<file path="src/rtl/bin_cnt_sweep_ctrl.sv">
// Sweep controller for the universal binary counter: walks the counter from a latched start to end value for a
// programmed number of passes. Optional per-step prescaler enabled by defining SWEEP_PRESCALE_EN.
module bin_cnt_sweep_ctrl #(
  parameter int N = 4,
  parameter int R = 4,
  parameter int P = 8
) (
  input  logic         clk,
  input  logic         rst,
  input  logic         cfg_valid,
  output logic         cfg_ready,
  input  logic [N-1:0] cfg_start,
  input  logic [N-1:0] cfg_end,
  input  logic [R-1:0] cfg_reps,
`ifdef SWEEP_PRESCALE_EN
  input  logic [P-1:0] cfg_presc,
`endif
  input  logic         abort,
  input  logic [N-1:0] q_in,
  output logic         cnt_syn_clr,
  output logic         cnt_load,
  output logic [N-1:0] cnt_d,
  output logic         cnt_en,
  output logic         cnt_up,
  output logic         busy,
  output logic         tc_pulse,
  output logic         done
);

  typedef enum logic [1:0] {
    IDLE = 2'd0,
    LOAD = 2'd1,
    RUN  = 2'd2
  } state_e;

  state_e       state_q;
  logic [N-1:0] start_q;
  logic [N-1:0] end_q;
  logic [R-1:0] reps_q;
  logic         up_q;
  logic [R-1:0] pass_q;
  logic [P-1:0] presc_cnt_q;
  logic [P-1:0] presc_val;
  logic         tick;
  logic         at_end;
  logic         last_pass;

`ifdef SWEEP_PRESCALE_EN
  logic [P-1:0] presc_q;

  always_ff @(posedge clk or posedge rst) begin
    if (rst) begin
      presc_q <= '0;
    end else if (state_q == IDLE && cfg_valid) begin
      presc_q <= cfg_presc;
    end
  end

  assign presc_val = presc_q;
`else
  // A zero reload keeps the prescale counter at 0, so every RUN cycle is a tick.
  assign presc_val = '0;
`endif

  assign tick      = (presc_cnt_q == '0);
  assign at_end    = (q_in == end_q);
  assign last_pass = (reps_q != '0) && ((pass_q + R'(1)) == reps_q);

  // NOTE: every output gets a default before the case so no path leaves one unassigned (no latches).
  always_comb begin
    cfg_ready   = (state_q == IDLE);
    busy        = (state_q != IDLE);
    cnt_d       = start_q;
    cnt_syn_clr = 1'b0;
    cnt_load    = 1'b0;
    cnt_en      = 1'b0;
    cnt_up      = 1'b0;
    tc_pulse    = 1'b0;
    done        = 1'b0;
    case (state_q)
      LOAD: begin
        if (abort) cnt_syn_clr = 1'b1;
        else       cnt_load    = 1'b1;
      end
      RUN: begin
        if (abort) begin
          cnt_syn_clr = 1'b1;
        end else begin
          cnt_up = up_q;
          if (tick) begin
            if (!at_end) begin
              cnt_en = 1'b1;
            end else begin
              tc_pulse = 1'b1;
              if (last_pass) done     = 1'b1;
              else           cnt_load = 1'b1;
            end
          end
        end
      end
      default: ;
    endcase
  end

  // NOTE: sequential state uses non-blocking assignments only, so all registers update together at the edge.
  always_ff @(posedge clk or posedge rst) begin
    if (rst) begin
      state_q     <= IDLE;
      start_q     <= '0;
      end_q       <= '0;
      reps_q      <= '0;
      up_q        <= 1'b0;
      pass_q      <= '0;
      presc_cnt_q <= '0;
    end else begin
      case (state_q)
        IDLE: begin
          if (cfg_valid) begin
            start_q <= cfg_start;
            end_q   <= cfg_end;
            reps_q  <= cfg_reps;
            up_q    <= (cfg_end >= cfg_start);
            pass_q  <= '0;
            state_q <= LOAD;
          end
        end
        LOAD: begin
          if (abort) begin
            state_q <= IDLE;
          end else begin
            presc_cnt_q <= presc_val;
            state_q     <= RUN;
          end
        end
        RUN: begin
          if (abort) begin
            state_q <= IDLE;
          end else begin
            presc_cnt_q <= tick ? presc_val : presc_cnt_q - P'(1);
            if (tc_pulse) pass_q  <= pass_q + R'(1);
            if (done)     state_q <= IDLE;
          end
        end
        default: state_q <= IDLE;
      endcase
    end
  end

endmodule

</file>
<file path="config.mk">
export PLATFORM = sky130hd
export DESIGN_NAME = bin_cnt_sweep_ctrl
export DESIGN_NICKNAME = d
export VERILOG_FILES = /design/src/rtl/bin_cnt_sweep_ctrl.sv
export SDC_FILE = /design/constraint.sdc
export NUM_CORES = 1
export LEC_CHECK = 0
export CAP_MARGIN = 25
export CORE_MARGIN = 10
export CORE_UTILIZATION = 35
export CTS_CLUSTER_SIZE = 24
export DETAILED_ROUTE_END_ITERATION = 12
export DONT_BUFFER_PORTS = 1
export REMOVE_ABC_BUFFERS = 1
export SYNTH_ARGS = -nofsm -noshare
export SYNTH_HDL_FRONTEND = slang
export SYNTH_SLANG_ARGS = --single-unit
</file>
<file path="constraint.sdc">
create_clock -name clk -period 5.6 [get_ports clk]
set_input_delay 1.12 -clock clk [delete_from_list [all_inputs] [get_ports clk]]
set_output_delay 1.12 -clock clk [all_outputs]
set_load 0.005 [all_outputs]
</file>
After elaboration in Yosys (flattened, before gate mapping)
Index checks and enable logic that the tools add are counted.

storage, ports and cells
  logic and storage cells = 67
  register bits = 27
  output and inout port bits = 12
  bits of input ports = 20

cells by class
  add/sub/neg operators = 2
  multiplexer cells = 36
  reduce and logical (&&, ||, !) cells = 12
  eq/ne operators = 9
  order comparisons = 1

operators by type and width
  kind                                                  count
  2-to-1 mux 8 bit                                      3
  2-to-1 mux 1 bit                                      22
  case mux 8 bit (2 select lines)                       1
  2-to-1 mux 4 bit                                      3
  equality test 4 bit                                   2
  zero test 8 bit                                       1
  2-to-1 mux 2 bit                                      4
  inequality test 2 bit (second input constant)         4
  case mux 4 bit (2 select lines)                       1
  subtractor 8 x 1 -> 8 bit (second input constant)     1
  case mux 2 bit (3 select lines)                       1
  nonzero test 2 bit                                    3
  adder 4 x 1 -> 4 bit (second input constant)          1
  greater-or-equal comparator 4 bit                     1
  AND reduction 2 bit                                   2
  AND reduction 4 bit                                   1
  nonzero test 4 bit                                    1
  inequality test 3 bit (second input constant)         1
  AND reduction 3 bit                                   1
  equality test 2 x 1 -> 1 bit (second input constant)  1
  equality test 2 bit (second input constant)           1
  zero test 2 bit                                       1
  case mux 1 bit (2 select lines)                       1
  OR reduction 2 bit                                    1
  logical AND 1 bit                                     1

Longest topological paths before layout
Gate-level depths: netlist of run 1.

  depth after elaboration = 11
  mapped depth = 9
  gate-level depth less buffers = 7

Worst setup path before layout of run 1
Ideal clock, no wire load.

  path type = input to output
  start = input q_in[2]
  end = output cnt_load
  stages = 5
  data required time = 4.480 ns
  arrival = 1.995 ns
  slack = 2.485 ns
  path buffers = 0
  cells stage by stage = xnor2_1 > nand4_1 > nor3_1 > o21ai_0 > a21boi_0

between the ends
  word-level cells in the longest chain between the ends = 5

RTL lines
  element                          RTL line  RTL
  start: declaration               19        input logic [N-1:0] q_in,
  equality test 4 bit              66        assign at_end = (q_in == end_q);
  2-to-1 mux 1 bit                 91        if (!at_end) begin
  2-to-1 mux 1 bit                 90        if (tick) begin
  2-to-1 mux 1 bit                 86        if (abort) begin
  case mux 1 bit (2 select lines)  80        case (state_q)
  end: declaration                 21        output logic cnt_load,

Every way passes these cells.

Worst setup path in the final report of run 1
  start = input q_in[3]
  end = output cnt_load

The elaborated chain is that of the path after synthesis.

==> results of run 1 <==
power by group through the flow:
| stage | Combinational (W) | Clock (W) | Sequential, W |
|---|---|---|---|
| 6_report | 0.000310 | 0.000110 | 0.000336 |
| 5_1_grt | 0.000355 | 0.000122 | 0.000348 |
| 3_5_place_dp | 0.000309 | 0 | 0.000342 |
| 4_1_cts | 0.000310 | 0.000115 | 0.000337 |
| 3_3_place_gp | 0.000299 | 0 | 0.000337 |
| 2_1_floorplan | 0.000250 | 0 | 0.000323 |
sequential cells by signal, indices dropped and copies added, names as in the netlist:
signal	cells
state_q	2
cnt_d	4
presc_cnt_q	8
reps_q	4
end_q	4
up_q	1
pass_q	4
cells in the final DEF, fill, tap and decap left out, drive strengths merged, types with 3 or more instances in the layout:
cell and n:
nand2 12, dfrtp 27, nand3 6, a22o 4, mux2 10, ha 10
xor2 6, a21oi 3, o21ai 8, nor4 5, xnor2 9, clkbuf 4
nor2 15, inv 10, nand2b 4, nor3 3, and3 3
through the flow:
step / setup WS, ps / hold WS (ps)
2_1_floorplan: 2480 / 442
3_3_place_gp: 2220 / 490
3_5_place_dp: 2170 / 495
4_1_cts: 2160 / 516
5_1_grt: 1930 / 546
6_report: 2190 / 517
how the worst max path moves through the flow:
stage | cells past startpoint | endpoint | slack, ps | startpoint
finish | 5 | cnt_load | 2190 | q_in[3]
global route | 5 | cnt_load | 1930 | q_in[3]
CTS | 5 | cnt_load | 2160 | q_in[3]
detailed placement | 5 | cnt_load | 2170 | q_in[3]
global placement | 5 | cnt_load | 2220 | q_in[0]
floorplan | 5 | cnt_load | 2480 | q_in[2]
layer usage:
layer  track usage (%)  vias up  wire [um]  part of all wire (%)
met1              10.6      592       1430                    41
met2              16.3       34       1700                    49
met4              3.77        0         40                   1.2
met5                 0        -          0                     0
li1                  -      569          -                     -
met3              3.90        4        312                   9.0
cell families (layout without fill, tap and decap cells):
logic type | after synthesis | after routing | share of synthesized area, %
XOR/XNOR | 15 | 15 | 8.18
AO/OA/AOI/OAI | 26 | 26 | 10.7
buffers and inverters | 14 | 15 | 3.43
multiplexers | 12 | 12 | 8.26
adder cells (fa/ha/maj) | 10 | 10 | 7.79
flip-flops | 27 | 27 | 42.1
AND/OR/NAND/NOR | 58 | 58 | 19.5
worst max-delay path: cells and delay by family:
kind / cells / cell delay (ps)
xor gates and xnor gates: 1 / 140
and+or+nand+nor: 2 / 610
AOI/OAI and AO/OA: 2 / 420
layout make-up:
type	instances	area, um^2	area share, %
repair buffers	1	27.5	1.59
well taps	52	65.1	3.77
multi-input cells	121	876	50.7
clock buffers	4	45.0	2.61
inverters	10	37.5	2.17
flip-flops and latches	27	676	39.1
==> flow_summary_export.csv, run 1 <==
group,metric,value,unit
floorplan,core.rowCount,24,
cts,cts_setup_buffers,0,
placement,dp_hpwl,2730,um
min_path,hp-class,"register to register",
sta,fin_tns_setup,0,ps
detailed_routing,drc_errors,0,
sta,finalSetupViolCount,0,
pwr,switching_share,39.3,%
detailed_routing,wirelength,3480,um
sta,fmax,293,MHz
synth,synth_area,1610,um^2
pwr,power_switching,0.000297,W
placement,numPlacedInstances,210,
pwr,seq_power_share,44.5,%
cts,cts_buffer_depth,2,
cts,postCtsHoldBufs,0,
synth,synth_edf_count,0,
cts,clk_pin_slew,90,ps
sta,rsz0062_at_grt,"false",
global_routing,grt_util_all_layers,9.64,%
pwr,internal_power,0.000458,W
synth,seq_area_frac_synth,42.1,%
finish,filler_cell_count,439,
setup_path,cp_max_fo,7,
pwr,clkPwrFrac,14.5,%
setup_path,arrival,2290,ps
setup_path,r2r-start,"state_q[0]",
sta,slew_viol_final,0,
cts,cts_resized,0,
min_path,min_path_cells,2,
global_routing,grt_pass1_wl,6000,um
synth,synth.top_cells.by_count,"dfrtp_1 (27), nor2_1 (15), nand2_1 (12)",
sta,finClkSkew,5.87,ps
synth,synthesis.instances,162,
cts,cts.sinks,27,
outcome,status,"finished, final reports clean",
setup_path,cp-end-kind,"output pin",
detailed_routing,drtPass1Iterations,4,
placement,place_area,1650,um^2
setup_path,cpPeakStageDelay,330,ps
pwr,p_leak,0.781,nW
sta,tightestPinTransition,633,ps
detailed_routing,drt-initial-drc-count,127,
sta,period_share,60.8,%
cts,clock-root-buffer,"clkbuf_8",
floorplan,pin_count,32,
cts,clk_latency,270,ps
min_path,min_to,"end_q[0]",
synth,yosys.area.top_type,"dfrtp_1",
synth,synth_top_area_share,42.1,%
sta,hold_violations,0,
pwr,power_density,437,nW/um^2
min_path,min_from,"end_q[0]",
setup_path,critPathLaunchType,"input pin",
synth,yosys_warnings,0,
cts,cts-buffers-inserted,3,
synth,synth_most_common_cell,"dfrtp_1",
finish,final_cell_area,1730,um^2
setup_path,slowest_stage,"nor3_1",
pwr,p_total,0.000755,W
global_routing,antenna_found_initial,0,
finish,finalNonFillerCells,215,
flow_run,maxCapViolCount,0,
pwr,peakVddDrop,154,uV
finish,syn2layout_area_growth,7.48,%
detailed_routing,post_drt_via_cell_ratio,5.58,
sta,fin_crit,3410,ps
synth,ys_ff_latch,27,
placement,gp_congestion,0.769,
floorplan,core_area,4410,um^2
finish,antennaDiodeCount,0,
setup_path,crit_path_cell_trace,"xnor2_1 > nand4_1 > nor3_1 > o21ai_0 > a21boi_0",
setup_path,cp.required,4480,ps
floorplan,fp.dieH,87.8,um
floorplan,dieArea,7700,um^2
placement,io_buffers,0,
synth,syn_area_per_cell,9.92,um^2
setup_path,rr_endpoint,"state_q[0]",
finish,drive_gt1_share,11.0,%
setup_path,reg2regPathDepth,6,
detailed_routing,via_count,1199,
global_routing,grt_max_degree,28,
cts,cts_max_level,1,
synth,synth-async-reset-ratio,100,%
global_routing,gr-total-overflow,0,
setup_path,rrSetupSlack,3130,ps
cts,cts_tree,"done",
floorplan,initial_core_util,36.4,%
global_routing,grt_pass1_vias,1225,
finish,utilization,39.1,%
detailed_routing,antenna_left,0,
pwr,p_comb_share,41.0,%
synth,synth.distinct_cells,40,
synth,ys.flop_type,"dfrtp_1",
detailed_routing,routedWlPerCell,16.2,um
synth,synthTopCellsByArea,"dfrtp_1 (42%), ha_1 (7.8%), mux2_2 (7.0%)",
finish,nNetsFinal,194,
setup_path,crit_type,"input pin to output pin",
sta,slew_headroom,57.7,%
floorplan,die_w,87.8,um
No activity file was read; power rests on OpenSTA's default activity.
==> inputs of run 2 (changes only) <==
clock period = 3.5 ns   (was 5.6 ns; I/O delays follow)
==> flow_summary_export.csv, run 2 (synthesized netlist as in run 1, its figures left out) <==
group,metric,value,unit
sta,slew_viol_final,0,
finish,syn2layout_area_growth,7.48,%
floorplan,dieArea,7700,um^2
pwr,clkPwrFrac,15.0,%
pwr,p_leak,0.781,nW
sta,rsz0062_at_grt,"false",
setup_path,reg2regPathDepth,6,
sta,fin_tns_setup,0,ps
placement,dp_hpwl,2800,um
cts,postCtsHoldBufs,0,
sta,finalSetupViolCount,0,
setup_path,cp-end-kind,"output pin",
floorplan,pin_count,32,
setup_path,slowest_stage,"dfrtp_1",
global_routing,gr-total-overflow,0,
cts,cts.sinks,27,
sta,finClkSkew,9.85,ps
setup_path,rrSetupSlack,990,ps
pwr,peakVddDrop,407,uV
global_routing,grt_max_degree,20,
setup_path,rr_endpoint,"state_q[0]",
setup_path,cpPeakStageDelay,420,ps
finish,largest_register_ffs,8,
setup_path,cp.required,2800,ps
setup_path,critical_path.top_delay_family,"simple AND/OR/NAND/NOR gates",
sta,period_share,83.8,%
global_routing,grt_pass1_wl,5730,um
finish,nNetsFinal,194,
sta,slew_headroom,58.3,%
cts,cts_tree,"done",
setup_path,cp_max_fo,10,
finish,regMostFlops,"presc_cnt_q",
min_path,hp-class,"input pin to asynchronous set/reset pin",
floorplan,core_area,4410,um^2
sta,fmax,341,MHz
floorplan,initial_core_util,36.4,%
detailed_routing,drtPass1Iterations,4,
setup_path,r2r-start,"state_q[0]",
global_routing,grt_util_all_layers,9.13,%
outcome,status,"finished, final reports clean",
cts,clk_pin_slew,100,ps
pwr,power_switching,0.000478,W
cts,cts-buffers-inserted,3,
detailed_routing,via_count,1153,
pwr,internal_power,0.000733,W
global_routing,antenna_found_initial,0,
cts,clk_latency,280,ps
cts,cts_resized,0,
cts,clock-root-buffer,"clkbuf_8",
setup_path,arrival,2230,ps
sta,fin_crit,2930,ps
pwr,p_comb_share,40.7,%
sta,holdWs,298,ps
setup_path,crit_type,"register to output pin",
pwr,power_density,701,nW/um^2
pwr,seq_power_share,44.3,%
detailed_routing,drt-initial-drc-count,96,
sta,tightestPinTransition,623,ps
cts,cts_max_level,1,
cts,cts_setup_buffers,0,
finish,drive_gt1_share,11.0,%
pwr,p_total,0.00121,W
detailed_routing,routedWlPerCell,16.1,um
sta,hold_violations,0,
setup_path,worst-path-buf-inv,1,
floorplan,core.rowCount,24,
placement,gp_congestion,0.820,
floorplan,fp.dieH,87.8,um
flow_run,maxCapViolCount,0,
placement,io_buffers,0,
finish,utilization,39.1,%
finish,final_common_cell,"dfrtp_1",
finish,final_cell_mix,"dfrtp_1 (27), nor2_1 (15), nand2_1 (12)",
detailed_routing,drc_errors,0,
setup_path,crit_path_cell_trace,"inv_1 > ha_1 > nand2b_1 > nor3_1 > o21ai_0 > a21boi_0",
global_routing,grt_pass1_vias,1194,
finish,antennaDiodeCount,0,
cts,cts_buffer_depth,2,
detailed_routing,post_drt_via_cell_ratio,5.36,
setup_path,critPathLaunchType,"register",
detailed_routing,antenna_left,0,
detailed_routing,wirelength,3460,um
pwr,switching_share,39.5,%
floorplan,die_w,87.8,um
run 2: cell counts in the layout (fill, tap and decap cells not counted):
Identical to the previous run, type by type.
run 2: worst max path at each step:
stage | from | endpoint | slack (ps) | depth (start not counted)
after floorplan | pass_q[0] | cnt_load | 1220 | 6
after CTS | state_q[0] | cnt_load | 580 | 6
final | state_q[0] | cnt_load | 570 | 6
after global placement | pass_q[0] | cnt_load | 930 | 6
after global routing | state_q[0] | cnt_load | 430 | 6
after detailed placement | q_in[3] | cnt_load | 900 | 5
run 2: cell type report:
class | instances | area [um^2]
Fill cell | 422 | 2690
Multi-Input combinational cell | 121 | 876
Clock buffer | 4 | 45.0
Timing Repair Buffer | 1 | 27.5
Sequential cell | 27 | 676
Inverter | 10 | 37.5
Tap cell | 52 | 65.1
run 2: worst reg2reg max path, cell delays in order, from the launching register on:
cell and delay, ps:
dfrtp_1 420, inv_1 100, ha_1 370, nand2b_1 290
or3_1 530, or4_1 530, and3_1 170
run 2: routing by layer:
layer,up-vias,part of all wire [%],GRT usage [%]
li1,570,-,-
met1,551,43,10.8
met2,28,49,15.1
met3,4,7.1,3.25
met4,0,0.95,2.61
met5,-,0,0
run 2: through the flow:
| step | worst slack, ps | area (um^2) | cells |
|---|---|---|---|
| detailed placement | 905 | 1680 | 211 |
| CTS | 578 | 1730 | 215 |
| finish | 566 | 1730 | 215 |
| floorplan | 1220 | 1590 | 158 |
| global route | 431 | 1730 | 215 |
| global placement | 929 | 1650 | 210 |
run 2: power groups by stage:
stage / logic [W] / registers (W) / clock network (W)
finish: 0.000492 / 0.000537 / 0.000182
global route: 0.000562 / 0.000554 / 0.000193
CTS: 0.000501 / 0.000538 / 0.000184
detailed placement: 0.000499 / 0.000544 / 0
global placement: 0.000479 / 0.000537 / 0
floorplan: 0.000399 / 0.000517 / 0
==> inputs of run 3 (changes only) <==
clock period = 2.75 ns   (was 3.5 ns; I/O delays follow)
==> flow_summary_export.csv, run 3 (synthesized netlist as in run 1, its figures left out) <==
group,metric,value,unit
outcome,status,"finished, final reports clean",
placement,dp_hpwl,2810,um
global_routing,grt_pass1_wl,6130,um
floorplan,die_w,87.8,um
finish,regMostFlops,"presc_cnt_q",
detailed_routing,drt-initial-drc-count,91,
sta,finalSetupViolCount,0,
cts,clk_latency,270,ps
cts,clock-root-buffer,"clkbuf_8",
setup_path,critPathLaunchType,"register",
global_routing,grt_max_degree,24,
detailed_routing,post_drt_via_cell_ratio,5.40,
finish,nNetsFinal,197,
cts,postCtsHoldBufs,0,
global_routing,grt_pass1_vias,1238,
sta,rsz0062_at_grt,"false",
finish,final_cell_mix,"dfrtp_1 (27), nor2_1 (15), nand2_1 (12)",
detailed_routing,drc_errors,0,
detailed_routing,routedWlPerCell,16.2,um
placement,place_area,1680,um^2
finish,largest_register_ffs,8,
pwr,peakVddDrop,456,uV
finish,syn2layout_area_growth,7.87,%
sta,hold_violations,0,
cts,clk_pin_slew,100,ps
finish,utilization,39.3,%
floorplan,pin_count,32,
cts,cts_max_level,1,
global_routing,grt_util_all_layers,9.96,%
setup_path,crit_type,"register to output pin",
floorplan,core.rowCount,24,
sta,slew_viol_final,0,
detailed_routing,wirelength,3530,um
cts,cts_tree,"done",
detailed_routing,drtPass1Iterations,4,
sta,fin_tns_setup,0,ps
finish,drive_gt1_share,13.3,%
sta,period_share,95.8,%
pwr,p_leak,0.781,nW
pwr,p_total,0.00156,W
setup_path,arrival,2080,ps
detailed_routing,antenna_left,0,
sta,holdWs,51.5,ps
floorplan,initial_core_util,36.4,%
floorplan,fp.dieH,87.8,um
sta,tightestPinTransition,599,ps
setup_path,cp.required,2200,ps
setup_path,cp-end-kind,"output pin",
sta,fmax,380,MHz
global_routing,gr-total-overflow,0,
sta,finClkSkew,7.12,ps
floorplan,core_area,4410,um^2
cts,cts_buffer_depth,2,
finish,final_common_cell,"dfrtp_1",
flow_run,maxCapViolCount,0,
finish,final_cell_area,1730,um^2
cts,cts-buffers-inserted,3,
setup_path,cp_max_fo,8,
sta,fin_crit,2630,ps
min_path,hp-class,"input pin to asynchronous set/reset pin",
cts,cts.sinks,27,
floorplan,dieArea,7700,um^2
finish,antennaDiodeCount,0,
detailed_routing,via_count,1177,
placement,gp_congestion,0.810,
placement,io_buffers,0,
global_routing,antenna_found_initial,0,
pwr,power_density,901,nW/um^2
sta,slew_headroom,60.0,%
[run 3: cell type report]
cell class,count,area (um^2)
tap,52,65.1
fill,446,2680
multi-input combinational,121,880
timing repair buffer,4,30.0
clock buffer,4,45.0
inverter,10,37.5
sequential,27,676
[run 3: what timing repair did]
action,CTS,global route
resized for setup,0,1
setup endpoints to repair,0,1
buffers inserted,0,1
[run 3: path summary, 6_finish.rpt]
check / startpoint / endpoint / slack (ps) / cells after the start
max: state_q[0] / cnt_load / 120 / 6
min: rst / cnt_d[1] / 50 / 1
max reg2reg: state_q[0] / state_q[0] / 420 / 6
min reg2reg: presc_cnt_q[0] / presc_cnt_q[0] / 520 / 1
max in group asynchronous: rst / pass_q[1] / 2170 / 2
min in group clk: cfg_reps[3] / reps_q[3] / 420 / 1
[run 3: per-stage QoR]
step | instances | worst slack [ps]
after CTS | 217 | 79.7
final | 218 | 116
after floorplan | 158 | 590
after global placement | 213 | 406
after detailed placement | 213 | 400
after global routing | 218 | 0.404
[run 3: where the power goes]
group | total (W) | internal [W] | switching (W)
sequential | 0.000689 | 0.000547 | 0.000142
clock | 0.000228 | 0.000104 | 0.000124
combinational | 0.000645 | 0.000297 | 0.000348
[run 3: layer usage]
metal / wire (um) / global-route usage [%] / up-vias
met5: 0 / 0 / -
met4: 52 / 4.20 / 0
met3: 244 / 3.81 / 4
met2: 1750 / 16.6 / 22
met1: 1480 / 11.1 / 569
li1: - / - / 582
[run 3: worst max-delay path, cell delays in order (launching register included)]
cell,delay (ps)
dfrtp_1,430
inv_1,90
ha_1,340
nand2b_1,180
nor3_1,340
o21ai_0,150
a21boi_0,280
